--- config.mk ---
export PLATFORM = sky130hd
export DESIGN_NAME = serial_adder_ctrl
export DESIGN_NICKNAME = d
export VERILOG_FILES = /design/src/rtl/serial_adder_pkg.sv /design/src/rtl/serial_adder_ctrl_full_adder_bit.sv /design/src/rtl/serial_adder_ctrl.sv
export SDC_FILE = /design/constraint.sdc
export NUM_CORES = 1
export LEC_CHECK = 0
export ABC_AREA = 0
export CAP_MARGIN = 20
export CORE_ASPECT_RATIO = 1.2
export CORE_MARGIN = 4
export CORE_UTILIZATION = 52
export CTS_BUF_LIST = sky130_fd_sc_hd__clkbuf_8
export CTS_CLUSTER_SIZE = 14
export DETAILED_ROUTE_END_ITERATION = 10
export HOLD_SLACK_MARGIN = 0.15
export PLACE_DENSITY = 0.81
export SLEW_MARGIN = 40
export SYNTH_ARGS = -nofsm -noshare
export SYNTH_HDL_FRONTEND = slang
export SYNTH_SLANG_ARGS = --single-unit
--- constraint.sdc ---
create_clock -name clk -period 1.35 [get_ports clk]
set_input_delay 0.405 -clock clk [delete_from_list [all_inputs] [get_ports clk]]
set_output_delay 0.405 -clock clk [all_outputs]
set_load 0.05 [all_outputs]
--- src/rtl/serial_adder_pkg.sv ---
// Shared definitions for the bit-serial adder controller.
// Holds the FSM state encoding and a helper for sizing the bit counter.
package serial_adder_pkg;

  typedef logic [1:0] state_t;

  localparam state_t IDLE = 2'b00;
  localparam state_t RUN  = 2'b01;
  localparam state_t DONE = 2'b10;

  // Counter must hold 0..WIDTH without wrapping.
  function automatic int unsigned cnt_width(input int unsigned width);
    return $clog2(width + 1);
  endfunction

endpackage

--- src/rtl/serial_adder_ctrl_full_adder_bit.sv ---
// One-bit full adder built from two half adders and an OR of their carries.
// Ports:
//   halfadder:      a, b -> s (sum), c (carry)
//   full_adder_bit: a, b, cin -> sum, cout
// Both modules are purely combinational.
module halfadder (
  input  logic a,
  input  logic b,
  output logic s,
  output logic c
);

  assign s = a ^ b;
  assign c = a & b;

endmodule

module full_adder_bit (
  input  logic a,
  input  logic b,
  input  logic cin,
  output logic sum,
  output logic cout
);

  logic s0;
  logic c0;
  logic c1;

  halfadder u_ha0 (
    .a (a),
    .b (b),
    .s (s0),
    .c (c0)
  );

  halfadder u_ha1 (
    .a (s0),
    .b (cin),
    .s (sum),
    .c (c1)
  );

  // At most one of the two half-adder carries can be set.
  assign cout = c0 | c1;

endmodule

--- src/rtl/serial_adder_ctrl.sv ---
// Bit-serial adder: on an accepted start, adds A and B LSB first, one bit per
// clock, then pulses done for one cycle with S/Cout valid and held.
// Ports:
//   clk   - clock, rising edge
//   rst   - asynchronous active-high reset
//   start - add request, honoured only in IDLE
//   A, B  - operands, captured on the accepting edge
//   busy  - high while in RUN
//   done  - one-cycle pulse in DONE
//   S     - sum, held until the next accepted start
//   Cout  - carry out of the MSB, held with S
module serial_adder_ctrl
  import serial_adder_pkg::*;
#(
  parameter int unsigned WIDTH = 8
) (
  input  logic             clk,
  input  logic             rst,
  input  logic             start,
  input  logic [WIDTH-1:0] A,
  input  logic [WIDTH-1:0] B,
  output logic             busy,
  output logic             done,
  output logic [WIDTH-1:0] S,
  output logic             Cout
);

  localparam int unsigned     CW   = cnt_width(WIDTH);
  localparam logic [CW-1:0]   LAST = CW'(WIDTH - 1);

  state_t           state;
  state_t           state_next;
  logic             busy_next;
  logic             done_next;

  logic [WIDTH-1:0] a_sh;
  logic [WIDTH-1:0] b_sh;
  logic             carry;
  logic [CW-1:0]    cnt;
  logic             last_bit;
  logic             sum_bit;
  logic             carry_bit;

  full_adder_bit u_fa (
    .a    (a_sh[0]),
    .b    (b_sh[0]),
    .cin  (carry),
    .sum  (sum_bit),
    .cout (carry_bit)
  );

  assign last_bit = (cnt == LAST);

  // State register; busy/done are registered alongside so they track state.
  always_ff @(posedge clk or posedge rst) begin
    if (rst) begin
      state <= IDLE;
      busy  <= 1'b0;
      done  <= 1'b0;
    end else begin
      state <= state_next;
      busy  <= busy_next;
      done  <= done_next;
    end
  end

  // Next-state logic; the unused code falls back to IDLE.
  always_comb begin
    state_next = state;
    case (state)
      IDLE:    if (start) state_next = RUN;
      RUN:     if (last_bit) state_next = DONE;
      DONE:    state_next = IDLE;
      default: state_next = IDLE;
    endcase
  end

  // Output decode of the upcoming state, so the flops equal the state decode.
  always_comb begin
    busy_next = 1'b0;
    done_next = 1'b0;
    busy_next = (state_next == RUN);
    done_next = (state_next == DONE);
  end

  // Serial datapath: operands shift right, sum bits enter S at the MSB.
  always_ff @(posedge clk or posedge rst) begin
    if (rst) begin
      a_sh  <= '0;
      b_sh  <= '0;
      carry <= 1'b0;
      cnt   <= '0;
      S     <= '0;
      Cout  <= 1'b0;
    end else begin
      case (state)
        IDLE: begin
          if (start) begin
            a_sh  <= A;
            b_sh  <= B;
            carry <= 1'b0;
            cnt   <= '0;
            S     <= '0;
            Cout  <= 1'b0;
          end
        end
        RUN: begin
          S     <= (S >> 1) | (WIDTH'(sum_bit) << (WIDTH - 1));
          carry <= carry_bit;
          a_sh  <= a_sh >> 1;
          b_sh  <= b_sh >> 1;
          cnt   <= cnt + CW'(1);
          if (last_bit) Cout <= carry_bit;
        end
        default: ;
      endcase
    end
  end

endmodule

* Word level (Yosys, flattened, before mapping)
Index checks and enable logic that the tools add are counted.
** Word-level totals
- Bits in registers :: 34
- Input port bits :: 19
- Word-level logic and storage cells :: 41
** Cells by class
- Add/subtract/negate cells :: 1
- Eq/ne operators :: 6
- Multiplexer cells :: 15
- Bitwise operators :: 6
- Reduce and logical (&&, ||, !) cells :: 4
** Operators by type and width (count)
- 8-bit one-hot mux with 2 select lines :: 3
- 8-bit two-way mux :: 3
- 7-bit by 8-bit bitwise OR with 8-bit output :: 1
- 4-bit one-hot mux with 2 select lines :: 1
- 4-bit by 1-bit adder with 4-bit output (second input constant) :: 1
- 2-bit by 1-bit equality test with 1-bit output (second input constant) :: 2
- 4-bit by 3-bit equality test with 1-bit output (second input constant) :: 1
- 2-bit two-way mux :: 2
- 4-bit two-way mux :: 1
- 2-bit inequality test (second input constant) :: 2
- 1-bit one-hot mux with 2 select lines :: 2
- 2-bit one-hot mux with 2 select lines :: 1
- 3-bit AND reduction :: 1
- 1-bit bitwise AND :: 2
- 2-bit equality test (second input constant) :: 1
- 2-bit zero test :: 1
- 1-bit two-way mux :: 2
- 2-bit AND reduction :: 1
- 2-bit nonzero test :: 1
- 1-bit XOR :: 2
- 1-bit bitwise OR :: 1

* Depth between registers and ports, before layout
- Depth after elaboration :: 5
- Gate-level depth with buffers :: 5

* Cells and area by module
A second synthesis with hierarchy kept.
** Second synthesis, totals
- Cell total of the unflattened synthesis :: 136
- Area total of the unflattened synthesis :: 1495.2 sq um
** By module, submodules not included
- serial_adder_ctrl :: instances 1, cells each 133, area each 1463.9 sq um, seq. area each 850.8 sq um
- halfadder :: instances 2, cells each 1, area each 12.5 sq um, seq. area each 0.0 sq um
- full_adder_bit :: instances 1, cells each 1, area each 6.3 sq um, seq. area each 0.0 sq um

* Worst setup path before layout
Ideal clock, no wire load.
- Kind :: register to register
- From :: register cnt[0]
- To :: register cnt[2]
- Arrival time :: 1.028 ns
- Path slack :: 0.201 ns
- Cell stages (with the launch flop) :: 4
- Period minus slack after synthesis :: 1.149 ns
- Path through :: dfrtp_1 ha_1 mux2_2 a22o_1
** On the way
- Word-level cells in the longest chain between the ends :: 2
** RTL lines
- start, declared :: line serial_adder_ctrl.sv:39 : logic [CW-1:0] cnt;
- start signal, assigned :: line serial_adder_ctrl.sv:112 : cnt <= cnt + CW'(1);
- 4-bit by 1-bit adder with 4-bit output :: line serial_adder_ctrl.sv:112
- 4-bit one-hot mux with 2 select lines :: line serial_adder_ctrl.sv:96 : case (state)
Every way passes these cells.
A chain may end at the register's enable or synchronous reset.

* Worst setup path in the final report
- From :: register S[5]
- To :: output port S[5]
** RTL lines
- start, declared :: line serial_adder_ctrl.sv:24 : output logic [WIDTH-1:0] S,
- start signal, assigned :: line serial_adder_ctrl.sv:108 : S <= (S >> 1) | (WIDTH'(sum_bit) << (WIDTH - 1));
No word-level cell between the ends.

==> results_dict.tcl <==
set metrics [dict create \
    start_util_pct 55.86 \
    rrSetupSlack_ns 0.10 \
    maxSlewHeadroom_pct 77.28 \
    synth_seq_area_share_pct 57.97 \
    end_kind "output port" \
    endpoint "S[5]" \
    ys_ff_latch 34 \
    synth_cell_type_count 26 \
    pre_cts_slack_ns -0.2881 \
    worstSetupStartpoint "S[5]" \
    path_buf_inv 1 \
    wl_per_cell_um 16.14 \
    r2r_cells 3 \
    antenna_cells 0 \
    cts-buffers-inserted 5 \
    cts_max_level 2 \
    postCtsHoldBufs 0 \
    port_buffers 29 \
    finalHoldViolations 0 \
    drt_pass1_iterations 4 \
    routed_via_density 5.806 \
    crit_type "reg -> out" \
    core_area_um2 2628 \
    cellLeakagePower_nw 0.9166 \
    antenna_left 0 \
    finalWeightedCongestion 0.7589 \
    grt_pass1_vias 1177 \
    period_minus_slack_ns 1.292 \
    dieArea_um2 3740 \
    critical_path_peak_fanout 3 \
    syn_inst 124 \
    stdcell_count 196 \
    drt_iter0_markers 26 \
    critPathTopFamily "flip-flops" \
    grt_setup_unrepaired "false" \
    p_total_mw 5.017 \
    dieWidth_um 56.50 \
    cap_viol_max_count 0 \
    via_count 1138 \
    crit_arrival_ns 0.89 \
    clk_path_buf_depth 2 \
    fillers 174 \
    path_cells "buf_12" \
    post-route-period-util_pct 95.69 \
    syn_area_um2 1468 \
    hold_class "in -> async" \
    yosysWarnings 0 \
    grtUsageTotal_pct 19.30 \
    critPathRequiredTime_ns 0.95 \
    finalSetupViolCount 0 \
    place_hpwl_um 2200 \
    r2r_end "cnt[2]" \
    grt.overflow.total 0 \
    num_rows 20 \
    peakVddDrop_mv 1.565 \
    max_stage_delay_ns 0.43 \
    dp_cells 188 \
    root_buffer "clkbuf_8" \
    fin_ws_ns 0.05815 \
    die_h_um 66.20 \
    antenna_found_initial 0 \
    clk_pin_slew_worst_paths_ns 0.06 \
    fin_nets 183 \
    r2r_start "cnt[0]" \
    drive_above_1_share_pct 20.25 \
    startpoint_type "flop" \
    wl_um 3163 \
    max_freq_mhz 774.1 \
    avgSynthCellArea_um2 11.84 \
    report.final.slew_viol_count 0 \
    cts_tree "done" \
    status "complete, no violations" \
    clock_latency_ns 0.28 \
    cts.sinks 34 \
    p_per_area_nw_per_um2 2470 \
    grt_first_pass_wirelength_um 5368 \
    ios 30 \
    clock_skew_ns 0.005500 \
    synth_fp_nets 145 \
    tightestPinTransition_ns 0.3408 \
    cp.depth 1 \
    syn2layout_area_growth_pct 38.36 \
    utilization_pct 77.29 \
    cp_slowest_cell "dfrtp_1" \
    grt_max_degree 35 \
    drcViolationCount 0 \
]
-- registers in the layout (all words and copies together) (netlist names) --
register and cells:
b_sh 8, cnt 4, busy 1, state 2
Cout 1, a_sh 8, done 1, S 8
carry 1
-- cell usage in the layout, fill, tap and decap left out, types with 2 or more instances in the layout --
cell type        Yosys  final
dfrtp_1             34     34
clkdlybuf4s50_1      0     17
nand2_1             16     16
a22oi_1             15     15
a22o_1              13     13
buf_12               0     13
o21ai_1              9      9
buf_4                3      9
o21ai_0              6      6
clkbuf_8             0      6
nand3_1              4      4
nor2_1               3      3
a21oi_1              2      2
inv_1                1      2
-- timing repair --
item                       in CTS  in global routing
resized for setup               1                  0
buffers inserted                0                  0
setup endpoints to repair       9                  0
-- worst min path at each step --
| stage | endpoint | slack [ns] | cells after the start |
|---|---|---|---|
| after floorplan | a_sh[5] | 0.45 | 2 |
| after detailed placement | b_sh[3] | 0.47 | 2 |
| after global routing | a_sh[4] | 0.47 | 3 |
| after CTS | state[0] | 0.46 | 3 |
| after global placement | b_sh[3] | 0.46 | 2 |
| final | cnt[1] | 0.46 | 3 |
-- metal layers --
layer / up-vias / share of wire [%] / global-route usage (%)
met5: - / 0 / 0
met4: 0 / 3.3 / 12.17
met3: 12 / 7.5 / 6.836
met1: 550 / 40 / 22.21
li1: 527 / - / -
met2: 49 / 49 / 30.49
-- stage by stage --
| stage | TNS (ns) | hold WS [ns] | area [um2] |
|---|---|---|---|
| after floorplan | 0 | 0.4490 | 1468 |
| after global placement | -6.524 | 0.4637 | 1941 |
| after detailed placement | -7.068 | 0.4720 | 1941 |
| after CTS | 0 | 0.4563 | 2031 |
| after global routing | 0 | 0.4669 | 2031 |
| final | 0 | 0.4646 | 2031 |
-- synthesized netlist by cell type --
| cell | n | area share [%] |
|---|---|---|
| buf_6 | 4 | 3.1 |
| a22oi_1 | 15 | 7.7 |
| a22o_1 | 13 | 7.8 |
| a21oi_1 | 2 | 0.68 |
| nand3_1 | 4 | 1.4 |
| nor2b_4 | 1 | 0.94 |
| nor2_1 | 3 | 0.77 |
| mux2_2 | 1 | 0.77 |
| nand2b_4 | 1 | 0.94 |
| nor2b_1 | 1 | 0.43 |
| and2_0 | 1 | 0.43 |
| inv_1 | 1 | 0.26 |
| and2b_1 | 1 | 0.51 |
| nand3b_1 | 1 | 0.51 |
| nand2_1 | 16 | 4.1 |
| dfrtp_1 | 34 | 58 |
| o31ai_1 | 1 | 0.51 |
| buf_2 | 1 | 0.34 |
| ha_1 | 1 | 0.85 |
| clkbuf_1 | 1 | 0.26 |
| buf_4 | 3 | 1.5 |
| o21ai_1 | 9 | 3.1 |
| o21bai_4 | 1 | 1.3 |
| and3b_1 | 1 | 0.60 |
| o21ai_0 | 6 | 2.0 |
| fa_1 | 1 | 1.4 |
-- logic make-up (layout without fill, tap and decap cells) --
| logic type | after synthesis | count (layout) | share of synthesized area [%] |
|---|---|---|---|
| flops | 34 | 34 | 57.97 |
| fa+ha+maj | 2 | 2 | 2.216 |
| compound gates | 47 | 47 | 23.02 |
| mux | 1 | 1 | 0.7672 |
| simple gates | 30 | 30 | 10.57 |
| buf+inv | 10 | 49 | 5.455 |
-- where the power goes --
part / switching, mW / internal (mW)
Combinational: 1.23 / 1.21
Clock: 0.340 / 0.403
Sequential: 0.402 / 1.42
-- area by class of cell --
class	count	area (um2)	area share [%]
clock buffer	6	82.58	4.067
inverter	1	3.754	0.1848
clock inverter	2	8.758	0.4313
timing repair buffer	40	506.7	24.95
tap	33	41.29	2.033
sequential	34	850.8	41.90
multi-input combinational	80	536.8	26.43
Note: power is estimated with default switching activity, not from simulation.
